## config.mk

```make
export PLATFORM = sky130hd
export DESIGN_NAME = dmem_arbiter
export DESIGN_NICKNAME = d
export VERILOG_FILES = /design/src/rtl/dmem_arbiter.sv
export SDC_FILE = /design/constraint.sdc
export NUM_CORES = 1
export LEC_CHECK = 0
export BUFFER_PORTS_ARGS = -buffer_cell sky130_fd_sc_hd__clkbuf_2
export CAP_MARGIN = 20
export CORE_UTILIZATION = 49
export DETAILED_ROUTE_END_ITERATION = 6
export HOLD_SLACK_MARGIN = 0.06
export PLACE_DENSITY = 0.86
export SLEW_MARGIN = 20
export SYNTH_ARGS = -nofsm -noshare
export SYNTH_HDL_FRONTEND = slang
export SYNTH_SLANG_ARGS = --single-unit
```

## constraint.sdc

```tcl
create_clock -name clock_i -period 4.85 [get_ports clock_i]
set_input_delay 0.97 -clock clock_i [delete_from_list [all_inputs] [get_ports clock_i]]
set_output_delay 0.97 -clock clock_i [all_outputs]
set_load 0.01 [all_outputs]
```

## src/rtl/dmem_arbiter.sv

```systemverilog
// rtl/dmem_arbiter.sv - shares the single-port data RAM between the CPU data port and the UART loader
module dmem_arbiter #(
    parameter int ADDR_W   = 14,
    parameter int DATA_W   = 32,
    parameter int MAX_WAIT = 4
) (
    input  logic              clock_i,
    input  logic              rst_i,
    input  logic              ld_mode_i,
    input  logic              cpu_req_i,
    input  logic              cpu_we_i,
    input  logic [31:0]       cpu_addr_i,
    input  logic [DATA_W-1:0] cpu_wdata_i,
    output logic              cpu_gnt_o,
    output logic              cpu_rvalid_o,
    output logic [DATA_W-1:0] cpu_rdata_o,
    output logic              cpu_stall_o,
    input  logic              ld_req_i,
    input  logic [ADDR_W-1:0] ld_addr_i,
    input  logic [DATA_W-1:0] ld_wdata_i,
    output logic              ld_gnt_o,
    output logic [ADDR_W-1:0] ram_addra_o,
    output logic              ram_wea_o,
    output logic [DATA_W-1:0] ram_dina_o,
    input  logic [DATA_W-1:0] ram_douta_i
);

    typedef enum logic [1:0] {IDLE, ISSUE, RDWAIT, RESP} state_t;

    localparam logic [3:0] MAX_WAIT_C = 4'(MAX_WAIT);

    state_t              state_q, state_d;
    logic                owner_q, owner_d;   // 1 = loader
    logic [ADDR_W-1:0]   addr_q, addr_d;
    logic                we_q, we_d;
    logic [DATA_W-1:0]   wdata_q, wdata_d;
    logic [3:0]          ld_wait_q, ld_wait_d;
    logic [DATA_W-1:0]   rdata_q, rdata_d;
    logic                cpu_ok;
    logic                unused_addr_bits;

    assign unused_addr_bits = ^{cpu_addr_i[31:ADDR_W+2], cpu_addr_i[1:0]};
    assign cpu_ok = cpu_req_i & ~ld_mode_i;

    always_ff @(posedge clock_i or negedge rst_i) begin
        if (!rst_i) begin
            state_q   <= IDLE;
            owner_q   <= 1'b0;
            addr_q    <= '0;
            we_q      <= 1'b0;
            wdata_q   <= '0;
            ld_wait_q <= '0;
            rdata_q   <= '0;
        end else begin
            state_q   <= state_d;
            owner_q   <= owner_d;
            addr_q    <= addr_d;
            we_q      <= we_d;
            wdata_q   <= wdata_d;
            ld_wait_q <= ld_wait_d;
            rdata_q   <= rdata_d;
        end
    end

    always_comb begin
        state_d   = state_q;
        owner_d   = owner_q;
        addr_d    = addr_q;
        we_d      = we_q;
        wdata_d   = wdata_q;
        ld_wait_d = ld_wait_q;
        rdata_d   = rdata_q;
        unique case (state_q)
            IDLE: begin
                // The loader overrides CPU priority once it has lost MAX_WAIT decisions in a row
                if (ld_req_i && (!cpu_ok || ld_wait_q == MAX_WAIT_C)) begin
                    owner_d   = 1'b1;
                    addr_d    = ld_addr_i;
                    we_d      = 1'b1;
                    wdata_d   = ld_wdata_i;
                    ld_wait_d = '0;
                    state_d   = ISSUE;
                end else if (cpu_ok) begin
                    owner_d = 1'b0;
                    addr_d  = cpu_addr_i[ADDR_W+1:2];
                    we_d    = cpu_we_i;
                    wdata_d = cpu_wdata_i;
                    state_d = ISSUE;
                    if (ld_req_i && ld_wait_q != MAX_WAIT_C) begin
                        ld_wait_d = ld_wait_q + 4'd1;
                    end
                end
            end
            ISSUE:   state_d = we_q ? IDLE : RDWAIT;
            RDWAIT: begin
                rdata_d = ram_douta_i;
                state_d = RESP;
            end
            RESP:    state_d = IDLE;
            default: state_d = IDLE;
        endcase
    end

    // addr_q only changes on the IDLE-to-ISSUE edge, so it naturally holds the last issued address
    assign ram_addra_o  = addr_q;
    assign ram_wea_o    = (state_q == ISSUE) & we_q;
    assign ram_dina_o   = (state_q == ISSUE) ? wdata_q : '0;
    assign cpu_gnt_o    = (state_q == ISSUE) & ~owner_q;
    assign ld_gnt_o     = (state_q == ISSUE) & owner_q;
    assign cpu_rvalid_o = (state_q == RESP);
    assign cpu_rdata_o  = rdata_q;
    assign cpu_stall_o  = rst_i & cpu_req_i
                        & ~(((state_q == ISSUE) & ~owner_q & we_q) | cpu_rvalid_o);

endmodule

```

==> out/metrics.cfg <==
[sta]
rsz0062_at_grt = no
period_minus_slack_ps = 2940
skew_ps = 14.6
finalSetupViolCount = 0
fmax_mhz = 340
holdWs_ps = 400
finalHoldViolCount = 0
final.period_utilization_pct = 60.6
worst_pin_slew_ps = 1100
maxSlewViolCount = 0
relSlewSlack_pct = 26.4
fin_setup_tns_ps = 0

[critical_path]
r2r_setup_slack_ps = 2580
crit_slowest_cell = nand2b_1
slowest_delay_ps = 500
worstReg2RegStart = state_q[0]$_DFFE_PN0P_
path_class = flop to primary output
cp-start-kind = flop
required_ps = 3880
worstSetupEndpointType = primary output
worstPathArrival_ps = 1970
rr_endpoint = wdata_q[12]$_DFFE_PN0P_
crit_chain = nand2b_1, buf_4, nor2_1, clkbuf_2
path_max_fanout = 22
reg2reg_depth = 3

[clocking]
cts_setup_buffers = 0
clk_latency_ps = 350
ctsHoldBuffers = 0
htreeDepth = 3
cts_buffer_depth = 2
clock-sinks = 86
cts_buffers = 9
cts-root-buf = clkbuf_8
cts_tree = yes
clkSlewWorstSetupHoldPaths_ps = 100
post_cts_resized = 0

[detailed_routing]
via_per_inst = 5.89
wl_mm = 12.2
vias = 4244
ant_nets = 0
wl_per_cell_um = 17.0
drtIter0Drc = 224
drc_errors = 0
firstDrtPassIters = 4

[synth]
ys.warnings.count = 0
syn_area_mm2 = 0.00436
synth_common_cells = dfrtp_1, inv_1, nor4_1
netlist.top_cell.by_area = dfrtp_1
synth_seq_cells = 86
synth.yosys.seq_area_share_pct = 49.4
ys.flop_type = dfrtp_1
yosysMostFrequentCell = dfrtp_1
synth_area_per_cell_um2 = 10.2
synth-edff-count = 0
syn_nets = 579
async_reset_ff_share_pct = 100
synth_area_leaders = dfrtp_1, a2111oi_0, mux2_2
netlist_instances = 429
yosysTopAreaCellShare_pct = 49.4
ys_types = 30

[place]
gp_congestion = 0.772
placed_area_mm2 = 0.00538
io_buffers = 212
dp_hpwl_mm = 8.25

[global_route]
grt_use_total_pct = 26.4
gr-usage-met3_pct = 3.79
top_usage_layer = met2
gr-usage-met2_pct = 44.9
grt_overflow_total = 0
grt_pass1_vias = 4023
antenna_found_initial = 0
grt_max_degree = 83
grt_pass1_wl_mm = 19.0
grtUsageMet1_pct = 34.0

[floorplanning]
dieArea_mm2 = 0.00927
ios = 231
start_util_pct = 50.2
core_mm2 = 0.00868
rows = 34
die_y_um = 96.3
die_w_um = 96.3

[layout]
fin_area_mm2 = 0.00560
n_antenna_cell = 0
n_fill_cell = 705
fin_nets = 757
areaGrowthSynthToFinish_pct = 28.5
drive_above_1_share_pct = 45.1

[power]
p_leak_nw = 2.75
power_density_mw_per_mm2 = 604
irDropWorstVdd_uv = 313

[min_path]
hold_class = input pin to asynchronous set/reset pin

[flow_run]
drv_cap = 0

[run_status]
status = completed

[state kept, by name (all words and copies together) (netlist names), named ones only]
signal / flops
cpu_rdata_o: 32
ld_wait_q: 4
owner_q: 1
ram_addra_o: 14
state_q: 1
wdata_q: 32
we_q: 1
[cells in the final DEF (no fill, tap or decap), types with 3 or more instances in the layout]
cell	n
clkbuf_2	211
dfrtp_1	86
inv_1	50
nor4_1	47
a2111oi_0	46
a211oi_1	44
nor2_1	35
mux2_2	32
clkbuf_8	9
nand2_1	5
buf_4	5
nand4_1	3
o311ai_0	3
a211oi_2	3
inv_6	3
[area by class of cell]
type / count / area [um2] / share of cell area, %
clock buffers: 9 / 124 / 2.21
clock inverters: 7 / 87.6 / 1.56
inverters: 51 / 191 / 3.42
multi-input cells: 242 / 1800 / 32.2
flip-flops and latches: 86 / 2150 / 38.4
well taps: 108 / 135 / 2.41
repair buffers: 217 / 1100 / 19.7
[where the power goes]
group	leakage [nW]	internal [mW]	switching (mW)
clock network	0.109	0.252	0.289
registers	0.985	1.06	0.168
logic	1.66	0.647	0.962
total	2.75	1.96	1.42
[critical path, delay by kind of cell (launching register included)]
family	cells	cell delay, ps
buf+inv	2	530
flops	1	480
simple gates	2	600
[worst max path at each step]
stage	cells past startpoint	slack (ps)	endpoint
2_1_floorplan	2	2670	cpu_stall_o
3_3_place_gp	4	1680	wdata_q[17]$_DFFE_PN0P_
3_5_place_dp	4	1620	wdata_q[4]$_DFFE_PN0P_
4_1_cts	4	1920	ram_dina_o[19]
5_1_grt	4	1750	ram_dina_o[19]
6_report	4	1910	ram_dina_o[5]
[metrics by stage]
| stage | setup slack (ps) | std cells | utilization (%) | power (mW) |
|---|---|---|---|---|
| 2_1_floorplan | 2670 | 429 | - | 2.26 |
| 3_3_place_gp | 1680 | 704 | 62.0 | 2.78 |
| 6_report | 1910 | 720 | 64.5 | 3.38 |
| 3_5_place_dp | 1620 | 704 | 62.0 | 2.86 |
| 4_1_cts | 1920 | 720 | 64.5 | 3.40 |
| 5_1_grt | 1750 | 720 | 64.5 | 3.63 |
[per-layer routing]
layer	share of wire (%)	wire length, um
met1	41	5030
met2	50	6160
met3	7.0	851
met4	1.6	194
met5	0	0
[logic make-up after synthesis]
| kind of cell | Yosys count | share of synthesized area [%] |
|---|---|---|
| AOI/OAI and AO/OA | 104 | 19.4 |
| and+or+nand+nor | 104 | 12.8 |
| buffers and inverters | 101 | 9.53 |
| DFF | 86 | 49.4 |
| muxes | 32 | 8.27 |
| adders and majority gates | 2 | 0.574 |
Note: power is estimated with default switching activity, not from simulation.
